--- config.mk ---
export PLATFORM = sky130hd
export DESIGN_NAME = muldiv_seq
export DESIGN_NICKNAME = d
export VERILOG_FILES = /design/src/rtl/muldiv_pkg.sv /design/src/rtl/ALU.sv /design/src/rtl/muldiv_seq.sv
export SDC_FILE = /design/constraint.sdc
export NUM_CORES = 1
export LEC_CHECK = 0
export CAP_MARGIN = 20
export CORE_ASPECT_RATIO = 0.6
export CORE_MARGIN = 1
export CORE_UTILIZATION = 45
export DETAILED_ROUTE_END_ITERATION = 8
export DONT_BUFFER_PORTS = 1
export GPL_ROUTABILITY_DRIVEN = 0
export RECOVER_POWER = 100
export SYNTH_ARGS = -nofsm -noshare
export SYNTH_HDL_FRONTEND = slang
export SYNTH_SLANG_ARGS = --single-unit
--- constraint.sdc ---
create_clock -name clk -period 11.8 [get_ports clk]
set_input_delay 1.18 -clock clk [delete_from_list [all_inputs] [get_ports clk]]
set_output_delay 1.18 -clock clk [all_outputs]
set_load 0.005 [all_outputs]
--- src/rtl/muldiv_pkg.sv ---
// Shared types and constants for the iterative multiply/divide sequencer.
package muldiv_pkg;

  typedef enum logic [1:0] {
    MUL  = 2'b00,
    DIVU = 2'b01,
    REMU = 2'b10,
    RSVD = 2'b11
  } muldiv_op_e;

  typedef enum logic [1:0] {
    IDLE = 2'b00,
    CALC = 2'b01,
    DONE = 2'b10
  } muldiv_state_e;

  localparam logic [2:0] ALU_ADD = 3'b000;
  localparam logic [2:0] ALU_SUB = 3'b001;

  // Status word layout {n, z, c, v}
  localparam int STATUS_W = 4;
  localparam int STATUS_V = 0;
  localparam int STATUS_C = 1;
  localparam int STATUS_Z = 2;
  localparam int STATUS_N = 3;

endpackage

--- src/rtl/ALU.sv ---
// Add/sub ALU with n/z/c/v status; for SUB the c flag is the borrow out.
module ALU
  import muldiv_pkg::*;
#(
  parameter int N = 32
) (
  input  logic [N-1:0]        a_i,
  input  logic [N-1:0]        b_i,
  input  logic [2:0]          op_i,
  output logic [N-1:0]        res_o,
  output logic [STATUS_W-1:0] status_o
);

  logic [N:0] sum;
  logic       ovf;

  // Opcodes other than SUB fall back to ADD
  always_comb begin
    sum = '0;
    ovf = 1'b0;
    case (op_i)
      ALU_SUB: begin
        sum = {1'b0, a_i} - {1'b0, b_i};
        ovf = (a_i[N-1] != b_i[N-1]) && (sum[N-1] != a_i[N-1]);
      end
      default: begin
        sum = {1'b0, a_i} + {1'b0, b_i};
        ovf = (a_i[N-1] == b_i[N-1]) && (sum[N-1] != a_i[N-1]);
      end
    endcase
  end

  assign res_o              = sum[N-1:0];
  assign status_o[STATUS_N] = sum[N-1];
  assign status_o[STATUS_Z] = (sum[N-1:0] == '0);
  assign status_o[STATUS_C] = sum[N];
  assign status_o[STATUS_V] = ovf;

endmodule

--- src/rtl/muldiv_seq.sv ---
// Iterative MUL/DIVU/REMU sequencer: one shared add/sub ALU stepped once per
// cycle for N iterations between a valid/ready request and response port.
module muldiv_seq
  import muldiv_pkg::*;
#(
  parameter int N = 32
) (
  input  logic         clk,
  input  logic         rstn,
  input  logic         req_valid,
  output logic         req_ready,
  input  logic [1:0]   req_op,
  input  logic [N-1:0] req_a,
  input  logic [N-1:0] req_b,
  output logic         rsp_valid,
  input  logic         rsp_ready,
  output logic [N-1:0] rsp_data
);

  localparam int            CW       = (N > 1) ? $clog2(N) : 1;
  localparam logic [CW-1:0] CNT_LAST = CW'(N - 1);

  muldiv_state_e state_q, state_d;
  muldiv_op_e    op_q, op_d, req_op_e;
  logic [CW-1:0] cnt_q, cnt_d;
  // Shared datapath: r = acc/rem, x = mcand/quo, y = mplier/dvsr
  logic [N-1:0]  r_q, r_d;
  logic [N-1:0]  x_q, x_d;
  logic [N-1:0]  y_q, y_d;

  logic [N-1:0]        alu_a, alu_b, alu_res;
  logic [2:0]          alu_op;
  logic [STATUS_W-1:0] alu_st;
  logic                msb;
  logic [N-1:0]        sh;
  logic                unused_st;

  assign req_op_e  = muldiv_op_e'(req_op);
  assign msb       = r_q[N-1];
  assign sh        = {r_q[N-2:0], x_q[N-1]};
  assign unused_st = ^{alu_st[STATUS_N], alu_st[STATUS_Z], alu_st[STATUS_V]};

  ALU #(.N(N)) u_alu (
    .a_i     (alu_a),
    .b_i     (alu_b),
    .op_i    (alu_op),
    .res_o   (alu_res),
    .status_o(alu_st)
  );

  // ALU inputs are parked at zero/ADD outside CALC
  always_comb begin
    alu_a  = '0;
    alu_b  = '0;
    alu_op = ALU_ADD;
    if (state_q == CALC) begin
      if (op_q == MUL) begin
        alu_a = r_q;
        alu_b = x_q;
      end else begin
        alu_a  = sh;
        alu_b  = y_q;
        alu_op = ALU_SUB;
      end
    end
  end

  always_comb begin
    state_d = state_q;
    op_d    = op_q;
    cnt_d   = cnt_q;
    r_d     = r_q;
    x_d     = x_q;
    y_d     = y_q;
    case (state_q)
      IDLE: begin
        if (req_valid) begin
          op_d    = req_op_e;
          cnt_d   = '0;
          r_d     = '0;
          x_d     = req_a;
          y_d     = req_b;
          state_d = CALC;
          if (req_op_e == RSVD) begin
            state_d = DONE;
          end else if (req_op_e != MUL && req_b == '0) begin
            // Divide by zero: quotient all-ones, remainder is the dividend
            x_d     = '1;
            r_d     = req_a;
            state_d = DONE;
          end
        end
      end
      CALC: begin
        cnt_d = cnt_q + CW'(1);
        if (cnt_q == CNT_LAST) state_d = DONE;
        if (op_q == MUL) begin
          if (y_q[0]) r_d = alu_res;
          x_d = {x_q[N-2:0], 1'b0};
          y_d = {1'b0, y_q[N-1:1]};
        end else begin
          // A set msb means the true partial remainder exceeds N bits, so
          // the trial subtraction always fits
          x_d = {x_q[N-2:0], 1'b0};
          if (msb || !alu_st[STATUS_C]) begin
            r_d    = alu_res;
            x_d[0] = 1'b1;
          end else begin
            r_d = sh;
          end
        end
      end
      DONE: begin
        if (rsp_ready) state_d = IDLE;
      end
      default: state_d = IDLE;
    endcase
  end

  always_ff @(posedge clk or negedge rstn) begin
    if (!rstn) begin
      state_q <= IDLE;
      op_q    <= MUL;
      cnt_q   <= '0;
      r_q     <= '0;
      x_q     <= '0;
      y_q     <= '0;
    end else begin
      state_q <= state_d;
      op_q    <= op_d;
      cnt_q   <= cnt_d;
      r_q     <= r_d;
      x_q     <= x_d;
      y_q     <= y_d;
    end
  end

  assign req_ready = (state_q == IDLE);
  assign rsp_valid = (state_q == DONE);

  always_comb begin
    case (op_q)
      MUL:     rsp_data = r_q;
      DIVU:    rsp_data = x_q;
      REMU:    rsp_data = r_q;
      default: rsp_data = '0;
    endcase
  end

endmodule

Word-level counts from Yosys, hierarchy flattened
Cells that the tools add are included.
{"block": "word_totals", "reg_bits": 105, "inputBits": 70, "out_inout_bits": 34, "word_cells": 67}
{"block": "op_classes", "addsub": 3, "n_eq_ne": 12, "mux": 32, "reduce_logical": 14}
{"cell": "$mux W32", "n": 15}
{"cell": "$pmux W32 S2", "n": 4}
{"cell": "$add A32 B32 Y33", "n": 1}
{"cell": "$mux W33", "n": 1}
{"cell": "$sub A32 B32 Y33", "n": 1}
{"cell": "$logic_not A32 Y1", "n": 1}
{"cell": "$mux W2", "n": 5}
{"cell": "$pmux W5 S2", "n": 1}
{"cell": "$reduce_and A3 Y1", "n": 3}
{"cell": "$eq A2 B2 Y1 const B", "n": 3}
{"cell": "$ne A2 B1 Y1 const B", "n": 3}
{"cell": "$pmux W2 S3", "n": 1}
{"cell": "$add A5 B1 Y5 const B", "n": 1}
{"cell": "$eq A5 B5 Y1 const B", "n": 1}
{"cell": "$mux W5", "n": 1}
{"cell": "$eq A2 B1 Y1 const B", "n": 2}
{"cell": "$logic_not A2 Y1", "n": 2}
{"cell": "$mux W1", "n": 4}
{"cell": "$reduce_and A2 Y1", "n": 2}
{"cell": "$reduce_bool A2 Y1", "n": 2}
{"cell": "$ne A3 B3 Y1 const B", "n": 1}
{"cell": "$ne A2 B2 Y1 const B", "n": 1}
{"cell": "$reduce_or A2 Y1", "n": 1}
{"cell": "$eq A1 B1 Y1 const B", "n": 1}
{"cell": "other kinds (3)", "n": 3}

Logic depth before layout (Yosys ltp)
{"block": "logic_depth", "ltp_word": 10, "ltp_mapped": 28}

Cells and area by module
From an unflattened synthesis, not the netlist that was laid out.
{"block": "hier_totals", "cells_unflattened": 1494, "area_unflattened_um2": 11113.2}
{"module": "muldiv_seq", "instances": 1, "cells_each": 890, "area_each_um2": 7078.0, "seq_area_each_um2": 2627.5}
{"module": "ALU", "instances": 1, "cells_each": 604, "area_each_um2": 4035.1, "seq_area_each_um2": 0.0}

Worst setup path before layout
Ideal clock, no wire load.
{"block": "synth_path", "path_type": "reg2reg", "startpoint": "register op_q[0]", "endpoint": "register r_q[10]", "arrival_time_ps": 5530, "slack_ps": 6145, "stages_incl_launch_ff": 29, "period_less_slack_ps": 5655, "path_cell_list": "dfrtp_1 > nor2_1 > clkbuf_1 > buf_1 > clkbuf_1 > buf_1 > nand2_1 > nand2_1 > nand2_1 > ha_1 > inv_1 > a2111oi_4 > o21ai_0 > a21oi_1 > a31o_2 > o311a_1 > a211oi_1 > ha_1 > clkbuf_1 > nand2_1 > o21ai_0 > a221o_1 > a21o_1 > o31ai_1 > mux2i_4 > buf_6 > mux2i_1 > o21ai_1 > mux2_2"}
{"block": "synth_between", "elab_chain_len": 10, "word_cells_on_any_way": 19}
{"item": "start: declaration", "line_no": "muldiv_seq.sv:24", "text": "muldiv_op_e op_q, op_d, req_op_e;"}
{"item": "start signal: assignment", "line_no": "muldiv_seq.sv:130", "text": "op_q <= op_d;"}
{"item": "$logic_not A2 Y1 *", "line_no": "muldiv_seq.sv:57, muldiv_seq.sv:97"}
{"item": "$mux W32 or $mux W1 (tied branches)", "line_no": "muldiv_seq.sv:57", "text": "if (op_q == MUL) begin"}
{"item": "$mux W32 or $mux W1 (tied branches)", "line_no": "muldiv_seq.sv:56", "text": "if (state_q == CALC) begin"}
{"item": "$add A32 B32 Y33 (tied with other cells)", "line_no": "ALU.sv:27", "text": "sum = {1'b0, a_i} + {1'b0, b_i};"}
{"item": "$mux W33", "line_no": "ALU.sv:21", "text": "case (op_i)"}
{"item": "$logic_not A1 Y1", "line_no": "muldiv_seq.sv:105", "text": "if (msb || !alu_st[STATUS_C]) begin"}
{"item": "$logic_or A1 B1 Y1", "line_no": "muldiv_seq.sv:105"}
{"item": "$mux W32", "line_no": "muldiv_seq.sv:105"}
{"item": "$mux W32", "line_no": "muldiv_seq.sv:97", "text": "if (op_q == MUL) begin"}
{"item": "$pmux W32 S2", "line_no": "muldiv_seq.sv:75", "text": "case (state_q)"}
{"item": "end signal: assignment", "line_no": "muldiv_seq.sv:132", "text": "r_q <= r_d;"}
{"item": "end: declaration", "line_no": "muldiv_seq.sv:27", "text": "logic [N-1:0] r_q, r_d;"}
Every way passes the cells marked *; elsewhere a longest branch is shown, timed or not. The select of a mux whose other input is x is not followed.
A chain may end at the register's enable or synchronous reset.

Worst setup path after layout
{"block": "layout_path", "startpoint": "register op_q[0]", "endpoint": "register r_q[3]"}
The elaborated chain is that of the path after synthesis.

==> reports/metrics.csv <==
stage,metric,value,unit
outcome,run_status,finished with violations,
outcome,violations,"capacitance limit, slew limit",
global_routing,grt_max_degree,130,
routing,vias,9602,
die,io_pins,104,
timing,period_share,76.3,%
global_routing,grt_pass1_vias,8843,
global_routing,grt_overflow,0,
timing,rsz0062_at_grt,false,
timing,finalSetupViolCount,0,
clock_network,cts.path.max_buffers,2,
timing,drv_slew,170,
timing,finalCriticalPeriod,9.00,ns
synthesis,syn_avg_cell_area,7.05,µm²
routing,drt_iter0_drc,972,
synthesis,synth_edf_count,0,
clock_network,cts_setup_buffers,0,
synthesis,syn_nets,1418,
finish,fillCellCount,2077,
timing,timing.hold.ws,0.500,ns
synthesis,yosysSeqAreaShare,28.4,%
clock_network,clock_latency,0.38,ns
synthesis,ys_types,64,
die,start_util,46.1,%
critical_path,criticalPathCategory,reg2reg,
synthesis,synth_top_cell_area_share,28.4,%
critical_path,critical_path.max_fanout,65,
die,fp.dieW,187,µm
timing,worstMarginPinSlew,3.21,ns
routing,drc_errors,0,
synthesis,yosys.area.top_type,dfrtp_1,
global_routing,groute.usage.overall,30.8,%
die,core_area,20100,µm²
finish,layout-drive-gt1-share,3.69,%
routing,antenna_left,0,
synthesis,syn_area,9250,µm²
routing,wl,31900,µm
routing,dr.pass1.iters,5,
die,floorplan.rows,40,
critical_path,cp-start-kind,flip-flop,
synthesis,synth_flop_cell,dfrtp_1,
global_routing,grt_pass1_wl,51100,µm
placement,dp_hpwl,22500,µm
critical_path,endpoint_kind,flip-flop,
die,die_area,21100,µm²
timing,slew_headroom,-114,%
clock_network,clk_pin_slew,0.07,ns
critical_path,cp.arrival,9.26,ns
clock_network,numCtsBuffers,9,
clock_network,numClockSinks,105,
synthesis,synth.area.top_cells,"dfrtp_1, nand2_1, a21oi_1, nor2_1, ha_1",
placement,portBuffers,0,
routing,wl_per_cell,21.0,µm
routing,via_per_inst,6.32,
critical_path,critical_path_required,12.06,ns
timing,setup_tns,0,ns
clock_network,cts_tree,yes,
finish,layout.nets,1348,
clock_network,ctsHoldBuffers,0,
hold_path,hold_class,in2async,
synthesis,synth_warnings,0,
global_routing,antenna_found_initial,0,
die,die_h,113,µm
clock_network,htree_levels,3,
timing,hold_viol,0,
timing,fmax,111,MHz
clock_network,root_buffer,clkbuf_16,
critical_path,r2r_cells,19,
timing,finClkSkew,0.00826,ns
clock_network,cts_resized,0,
synthesis,netlist_instances,1312,
synthesis,synth-async-reset-ratio,100,%
synthesis,ys_ff_latch,105,
finish,antenna_cells,0,
run,max_cap_viol_count,3,
finish,area_growth,3.60,%
[cells in the final DEF (no fill, tap or decap), types with 7 or more instances in the layout]
cell type    n
nand2_1    266
nor2_1     126
a21oi_1    114
dfrtp_1    105
o21ai_0     98
nor3_1      64
a31oi_1     56
inv_1       44
o31ai_1     38
ha_1        35
nor4_1      18
xnor2_1     18
nand3_1     17
a21o_1      17
a22oi_1     17
mux2i_1     16
xor2_1      14
o211ai_1    12
and3_1      12
mux2_2      11
o22ai_1     10
a211oi_1    10
buf_4       10
clkbuf_16    9
nand2b_1     8
clkbuf_1     8
or4_1        7
a22o_1       7
[stage by stage]
step           setup WS, ns  cell area (µm²)  std cells  utilization, %
3_3_place_gp           5.05             9360       1503            46.6
5_1_grt                2.01             9580       1519            47.7
3_5_place_dp           4.84             9390       1504            46.8
6_report               2.80             9580       1519            47.7
2_1_floorplan          6.14             9250       1312               -
4_1_cts                4.82             9640       1519            48.0
[routing by layer]
metal / track usage, % / share of wire, %
met1: 45.7 / 47
met2: 43.7 / 41
met3: 8.00 / 9.7
met4: 8.03 / 2.0
met5: 0 / 0
[worst max-delay path: stages, from the launching register on]
cell and delay, ns:
dfrtp_1 0.63, nor2_1 0.82, clkbuf_1 2.12, nand2_1 0.12
nand2_1 0.13, nand2_1 0.06, ha_1 0.28, nor2_1 0.75
a221oi_1 0.15, ha_1 0.49, o211ai_1 0.12, o211ai_1 0.24
a311o_1 0.37, a211oi_1 0.60, o211ai_1 0.21, mux2i_4 0.56
buf_4 0.48, mux2i_1 0.24, o21ai_0 0.09, mux2_2 0.29
[Yosys cell counts, drive strengths merged (12+ instances only)]
cell    count
a21o       17
a21oi     115
a22oi      17
a31oi      57
and3       12
buf        25
clkbuf     71
dfrtp     105
ha         35
inv        44
mux2       12
mux2i      17
nand2     266
nand3      18
nor2      126
nor3       64
nor4       18
o211ai     12
o21ai     102
o31ai      38
xnor2      18
xor2       14
[cell families (layout without fill, tap and decap cells)]
| group | Yosys count | after routing | synth area share, % |
|---|---|---|---|
| multiplexers | 29 | 29 | 3.44 |
| AO/OA/AOI/OAI | 428 | 428 | 28.8 |
| adder cells (fa/ha/maj) | 36 | 36 | 4.95 |
| buffers and inverters | 140 | 74 | 6.09 |
| flip-flops | 105 | 105 | 28.4 |
| XOR/XNOR | 32 | 32 | 3.03 |
| AND/OR/NAND/NOR | 542 | 542 | 25.3 |
[registers in the layout, indices dropped and copies added (netlist names)]
name / cells
state_q: 2
y_q: 32
x_q: 32
cnt_q: 5
op_q: 2
r_q: 32
[final timing paths]
| check | start | to | slack [ns] |
|---|---|---|---|
| worst min-delay path | rstn | state_q[1] | 0.50 |
| max in group asynchronous | rstn | x_q[23] | 11.14 |
| min in group clk | cnt_q[4] | cnt_q[4] | 0.53 |
| worst min register to register | cnt_q[4] | cnt_q[4] | 0.53 |
| worst max register to register | op_q[0] | r_q[3] | 2.80 |
| worst max-delay path | op_q[0] | r_q[3] | 2.80 |
[area by class of cell]
cell class / instances / area (µm²) / share of cell area [%]
clock inverters: 2 / 16.3 / 0.170
multi-input cells: 1067 / 6080 / 63.5
well taps: 273 / 342 / 3.56
inverters: 44 / 165 / 1.72
repair buffers: 15 / 110 / 1.15
clock buffers: 13 / 240 / 2.51
flip-flops and latches: 105 / 2630 / 27.4
Power is left out: the tool's default activity adds up to more than one toggle a clock period on the data nets, which glitch-free logic cannot reach.
